`config.mk`:
```
export PLATFORM = sky130hd
export DESIGN_NAME = sysarr_ctrl
export DESIGN_NICKNAME = d
export VERILOG_FILES = /design/src/rtl/sysarr_ctrl.sv
export SDC_FILE = /design/constraint.sdc
export NUM_CORES = 2
export LEC_CHECK = 0
export ABC_AREA = 1
export BUFFER_PORTS_ARGS = -buffer_cell sky130_fd_sc_hd__buf_2
export CAP_MARGIN = 20
export CORE_UTILIZATION = 50
export DETAILED_ROUTE_END_ITERATION = 10
export HOLD_SLACK_MARGIN = 0.02
export PLACE_DENSITY_LB_ADDON = 0.3
export SLEW_MARGIN = 20
export SYNTH_ARGS = -nofsm -noshare
export SYNTH_HDL_FRONTEND = slang
export SYNTH_SLANG_ARGS = --single-unit
```
`constraint.sdc`:
```
create_clock -name clock -period 25.2 [get_ports clock]
set_input_delay 1.26 -clock clock [delete_from_list [all_inputs] [get_ports clock]]
set_output_delay 1.26 -clock clock [all_outputs]
set_load 0.01 [all_outputs]
```
`src/rtl/sysarr_ctrl.sv`:
```
// Operand/result buffer controller for a 3x3 systolic array: skews A/B into the array and captures C.
// Optional completed-run counter is built only when SYSARR_CTRL_PERF_EN is defined.
module sysarr_ctrl #(
    parameter int RES_LAT = 6
) (
    input  logic        clock,
    input  logic        reset,
    input  logic        wr_en,
    input  logic        wr_sel,
    input  logic [3:0]  wr_addr,
    input  logic [31:0] wr_data,
    input  logic        start,
    output logic [31:0] a_row0,
    output logic [31:0] a_row1,
    output logic [31:0] a_row2,
    output logic [31:0] b_col0,
    output logic [31:0] b_col1,
    output logic [31:0] b_col2,
    input  logic [31:0] res0,
    input  logic [31:0] res1,
    input  logic [31:0] res2,
    input  logic [3:0]  rd_addr,
    output logic [31:0] rd_data,
    output logic        busy,
    output logic        done,
    output logic        err,
    output logic [15:0] perf_count
);

    typedef enum logic [1:0] {
        IDLE,
        RUN,
        DONE
    } state_t;

    localparam logic [4:0] LAST_STEP = 5'(RES_LAT + 4);

    state_t      state;
    state_t      state_nxt;
    logic [4:0]  t;
    logic [31:0] a_mem [9];
    logic [31:0] b_mem [9];
    logic [31:0] c_mem [9];
    logic [31:0] res [3];
    logic [31:0] a_feed [3];
    logic [31:0] b_feed [3];

    assign res[0] = res0;
    assign res[1] = res1;
    assign res[2] = res2;

    // t only counts inside RUN, so entering RUN always starts from step 0
    always_ff @(posedge clock or posedge reset) begin
        if (reset) begin
            state <= IDLE;
            t     <= '0;
        end else begin
            state <= state_nxt;
            t     <= (state == RUN) ? t + 5'd1 : 5'd0;
        end
    end

    always_comb begin
        state_nxt = state;
        busy      = 1'b0;
        done      = 1'b0;
        unique case (state)
            IDLE: begin
                if (start) state_nxt = RUN;
            end
            RUN: begin
                busy = 1'b1;
                if (t == LAST_STEP) state_nxt = DONE;
            end
            DONE: begin
                done      = 1'b1;
                state_nxt = IDLE;
            end
            default: state_nxt = IDLE;
        endcase
    end

    // Operand writes are only legal while idle; anything else is dropped and flagged
    always_ff @(posedge clock or posedge reset) begin
        if (reset) begin
            for (int i = 0; i < 9; i++) begin
                a_mem[i] <= '0;
                b_mem[i] <= '0;
            end
            err <= 1'b0;
        end else if (wr_en) begin
            if (state != IDLE || wr_addr > 4'd8) begin
                err <= 1'b1;
            end else if (wr_sel) begin
                b_mem[wr_addr] <= wr_data;
            end else begin
                a_mem[wr_addr] <= wr_data;
            end
        end
    end

    // Lane k carries C[r][k] at step RES_LAT + r + k
    always_ff @(posedge clock or posedge reset) begin
        if (reset) begin
            for (int i = 0; i < 9; i++) c_mem[i] <= '0;
        end else if (state == RUN) begin
            for (int k = 0; k < 3; k++) begin
                for (int r = 0; r < 3; r++) begin
                    if (t == 5'(RES_LAT + r + k)) c_mem[3*r + k] <= res[k];
                end
            end
        end
    end

    always_comb begin
        for (int i = 0; i < 3; i++) begin
            a_feed[i] = '0;
            b_feed[i] = '0;
            if (state == RUN && t <= 5'd6) begin
                for (int k = 0; k < 3; k++) begin
                    if (int'(t) == i + k) begin
                        a_feed[i] = a_mem[3*i + k];
                        b_feed[i] = b_mem[3*k + i];
                    end
                end
            end
        end
    end

    assign a_row0  = a_feed[0];
    assign a_row1  = a_feed[1];
    assign a_row2  = a_feed[2];
    assign b_col0  = b_feed[0];
    assign b_col1  = b_feed[1];
    assign b_col2  = b_feed[2];
    assign rd_data = (rd_addr <= 4'd8) ? c_mem[rd_addr] : 32'h0000_0000;

`ifdef SYSARR_CTRL_PERF_EN
    logic [15:0] perf_q;

    always_ff @(posedge clock or posedge reset) begin
        if (reset) begin
            perf_q <= '0;
        end else if (state == DONE) begin
            perf_q <= perf_q + 16'd1;
        end
    end

    assign perf_count = perf_q;
`else
    assign perf_count = 16'h0000;
`endif

endmodule
```
# Word level (Yosys, flattened, before mapping)
# Cells that the tools add are included.
# W data, S select, Z words.
dict set report word_totals {
  input_bits 141
  word_cells 107
  regBits 872
}
dict set report classes {
  reduce_logical 15
  order_cmp 6
  n_bitwise 4
  mux 38
  n_addsub 1
  n_eq_ne 13
}
# op count
set ops {}
lappend ops {{$mux W32} 28}
lappend ops {{$bwmux W288} 2}
lappend ops {{$bmux W32 S4} 1}
lappend ops {{$demux W32 S4} 1}
lappend ops {{$eq A5 B3 Y1 const B} 4}
lappend ops {{$eq A5 B4 Y1 const B} 4}
lappend ops {{$reduce_and A2 Y1} 7}
lappend ops {{$ge A5 B5 Y1 const B} 2}
lappend ops {{$not A4 Y5} 2}
lappend ops {{$reduce_and A3 Y1} 2}
lappend ops {{$add A5 B1 Y5 const B} 1}
lappend ops {{$eq A5 B2 Y1 const B} 1}
lappend ops {{$le A5 B3 Y1 const B} 1}
lappend ops {{$logic_not A5 Y1} 1}
lappend ops {{$lt A5 B1 Y1 const B} 1}
lappend ops {{$mux W5} 1}
lappend ops {{$gt A4 B4 Y1 const B} 1}
lappend ops {{$le A4 B4 Y1 const B} 1}
lappend ops {{$mux W2} 2}
lappend ops {{$pmux W2 S2} 1}
lappend ops {{$eq A2 B1 Y1 const B} 1}
lappend ops {{$eq A2 B2 Y1 const B} 1}
lappend ops {{$logic_and A1 B1 Y1} 2}
lappend ops {{$logic_not A2 Y1} 1}
lappend ops {{6 further kinds} 8}

# Longest topological paths before layout
dict set report logic_depth {
  ltp_word 6
  mapped_depth 11
}

# Worst setup path before layout
# Ideal clock, no wire load.
dict set report synth_path {
  kind {in2out}
  start {input port rd_addr[0]}
  end {output port rd_data[14]}
  slack_ps 21545
  required_ps 23940
  n_path_buf 3
  arrival_time_ps 2395
  stages 8
  cell_sequence {inv_1 -> clkbuf_1 -> clkbuf_1 -> buf_2 -> nor2_1 -> o211ai_1 -> nand3_1 -> nand2_1}
}
dict set report synth_via {
  elab_chain_len 5
  elab_cells_between_ends 6
  classes_between {1 x order compare; 4 x mux; 1 x bitwise}
}
# element line
set synth_rtl {}
lappend synth_rtl {{from (decl)} 22} ;# input logic [3:0] rd_addr,
lappend synth_rtl {{$not A4 Y5 (implied by the code)} 136} ;# assign rd_data = (rd_addr <= 4'd8) ? c_mem[rd_addr] : 32'h0000_0000;
lappend synth_rtl {{$bmux W32 S4} 136}
lappend synth_rtl {{$mux W32 (implied by the code) (2 in series)} 136}
lappend synth_rtl {{$mux W32 (*)} 136}
lappend synth_rtl {{to (decl)} 23} ;# output logic [31:0] rd_data,
# Mark *: on every way between the ends. The rest lies on a longest branch, timed or not. The select of a mux whose other input is x is not followed.

# Worst setup path after layout
dict set report layout_path {
  start {register t[0]}
  end {output port b_col1[25]}
}
dict set report layout_via {
  elab_chain_len 5
  elab_cells_between_ends 9
  classes_between {1 x order compare; 3 x eq/ne; 4 x mux; 1 x reduce/logical}
}
# element line
set layout_rtl {}
lappend layout_rtl {{from (decl)} 40} ;# logic [4:0] t;
lappend layout_rtl {{from (signal assigned)} 59} ;# t <= (state == RUN) ? t + 5'd1 : 5'd0;
lappend layout_rtl {{$eq A5 B2 Y1} 121} ;# if (int'(t) == i + k) begin
lappend layout_rtl {{$mux W32 (3 in series)} 121}
lappend layout_rtl {{$mux W32 (*)} 119} ;# if (state == RUN && t <= 5'd6) begin
lappend layout_rtl {{to (decl)} 17} ;# output logic [31:0] b_col1,
# Mark *: on every way between the ends. The rest lies on a longest branch, timed or not.

==> run metrics <==
DR WL/cell 20.7 µm; worst-case clock buffer depth 3; number of global-route vias before repair 36,688; H-tree levels 3; Remaining DRCs 0; CP Launch Type flop; synth top area cells dfrtp_1 (52%), nand2_1 (16%), nand3_1 (10%); Critical Path Sink Type output pin; routability cong. between 0.8 and 0.9; Peak VDD IR 0.000116 V; unrepaired setup endpoints after global routing no; Clk pin slew, worst setup/hold paths 0.06 ns; initial antenna violation count 6; row cnt 106; Critical Path Fanout Max 95; Synth Area in Adders less than 1%; max cap viols 0; sequential area share after synthesis 51.9%; Fillers 7,725; CTS tree done; static leakage 25.8 nW; routed vias/inst around 5.8; kind of critical path flop to output pin; Inst Count DP 6,496; Yosys reg bits 872; Slew Limit Fails 0; compound-cell area share of the yosys netlist 9.23%; Avg Cell Area, Syn 7.68 µm²; status finished clean; Synth Area in Simple Gates 31.3%; Yosys Warn Count 0; r2r setup slk 21.84 ns; cts repair resizes 0; final period utilization 22.1%; remaining global-route overflow 0; synthesized instance count 5,482; total core area 0.0834 mm²; FMAX 0.179 GHz; final hold slack 0.466 ns; largest net degree at the start of global routing 277; placed wire-length estimate 77,900 µm; Post-DRT Antenna Nets 0; cts hold-fix bufs 0; actual slew at the worst max-slew pin 1.13 ns; Rel. slew slack 24.5%; drt first pass iters 6; clock sinks 872; pwr dens between 100 and 150 mW/mm²; fin util 56.5%; Detailed Route Iter0 Violations 3,979; Synth top area share between 50% and 60%; clk root buf clkbuf_16; most common cell after layout, fill and taps aside nand2_1; worst setup slack after layout 19.63 ns; Non-Filler Instances 6,673; most frequent cells in the layout nand2_1 (1,754), nand3_1 (877), dfrtp_1 (872); # setup viols final 0; Die Ht 292 µm; routed wire length 138,000 µm; mapped cell area 0.0421 mm²; I/O pin total 384; PortBufs 367; CTS buffer count 95; time the worst path needs with I/O delays and setup 5.57 ns; Worst-Skew Late Latency 0.66 ns; fraction of layout cells with a size suffix above 1 11.4%; multiplexer share of the synthesized area 0%; GRT Util Overall 32.3%; vias 38,419; largest family of logic cells by synthesized area simple AND/OR/NAND/NOR gates; worst clock skew 0.0372 ns; CP Data Arrival Time around 4.3 ns; Yosys top cell by area dfrtp_1; library cells used by synthesis 29; first-pass GRT wire length approximately 220,000 µm; die area 0.0853 mm²; count of final hold-check violations 0; NumNets Final 5,661; Min-Delay Path Class flop to flop; Crit path required time 23.94 ns; DP Worst Slack 20.30 ns; Synth Area in XOR/XNOR 0%; final setup TNS 0 ns; Post-CTS Setup Repair Bufs 0; Initial Utilization around half; Area growth syn-to-layout 12.1%; Die X between 200 and 300 µm
[layer usage]
metal | GRT usage [%] | up-vias | wire, µm
met5 | 0 | - | 49
met4 | 14.4 | 8 | 6470
met3 | 6.87 | 310 | 12400
met2 | 50.6 | 1787 | 63300
met1 | 43.1 | 18519 | 56200
li1 | - | 17795 | -
[worst max-delay path, stage by stage, from the launching register on]
cell and delay, ns:
dfrtp_1 0.43, ha_1 0.28, nand2_4 0.60, nor2_4 0.32, inv_2 0.20, buf_4 0.87, nand2_1 0.11, a21oi_1 0.53
buf_2 0.25
[report_power, final]
group / switching (mW) / leakage, nW / internal, mW
Combinational: 1.02 / 12.7 / 0.410
Clock: 0.584 / 1.59 / 0.853
Sequential: 0.170 / 11.5 / 1.72
Total: 1.77 / 25.8 / 2.98
[logic make-up (layout without fill, tap and decap cells)]
| group | count (synthesis) | in the layout |
|---|---|---|
| AO/OA/AOI/OAI | 716 | 716 |
| adder cells (fa/ha/maj) | 4 | 4 |
| buffers and inverters | 764 | 859 |
| flip-flops | 872 | 872 |
| other | 1 | 17 |
| AND/OR/NAND/NOR | 3125 | 3125 |
[Yosys cell counts, drive strengths merged]
cell type / n
dfrtp: 872
nand4: 50
a21oi: 74
o21ai: 522
clkbuf: 287
o21bai: 1
nand3: 880
conb: 1
ha: 4
nor3: 7
nor2: 395
inv: 255
and3: 31
o211ai: 118
buf: 222
nand3b: 1
nand2: 1760
a31oi: 1
nor4: 1
[layout make-up]
type | instances | area, µm² | share of cell area (%)
Tap cell | 1080 | 1350 | 2.86
Antenna cell | 1 | 2.50 | 0.00530
Sequential cell | 872 | 21800 | 46.3
Inverter | 255 | 966 | 2.05
Timing Repair Buffer | 431 | 2440 | 5.17
Clock inverter | 32 | 375 | 0.796
Clock buffer | 141 | 2850 | 6.05
Multi-Input combinational cell | 3861 | 17400 | 36.8
[per-stage QoR]
| stage | power (mW) | instance area, µm² |
|---|---|---|
| finish | 4.75 | 47200 |
| global route | 5.01 | 47200 |
| CTS | 4.75 | 47000 |
| detailed placement | 3.31 | 43800 |
| global placement | 3.28 | 43800 |
| floorplan | 2.81 | 42100 |
[state kept, by name, indices dropped and copies added (netlist names)]
name,count
a_mem,288
b_mem,288
c_mem,288
t,5
state,2
err,1
[worst paths after layout]
path	start	end	depth (start not counted)
worst min-delay path	b_mem[58]$_DFFE_PP0P_	b_mem[58]$_DFFE_PP0P_	2
worst min register to register	b_mem[58]$_DFFE_PP0P_	b_mem[58]$_DFFE_PP0P_	2
min in group asynchronous	reset	c_mem[5]$_DFFE_PP0P_	2
worst max register to register	state[1]$_DFFE_PP0P_	b_mem[278]$_DFFE_PP0P_	6
worst max-delay path	t[0]$_DFF_PP0_	b_col1[25]	8
max in group asynchronous	reset	b_mem[5]$_DFFE_PP0P_	5
Note: power is estimated with default switching activity, not from simulation.
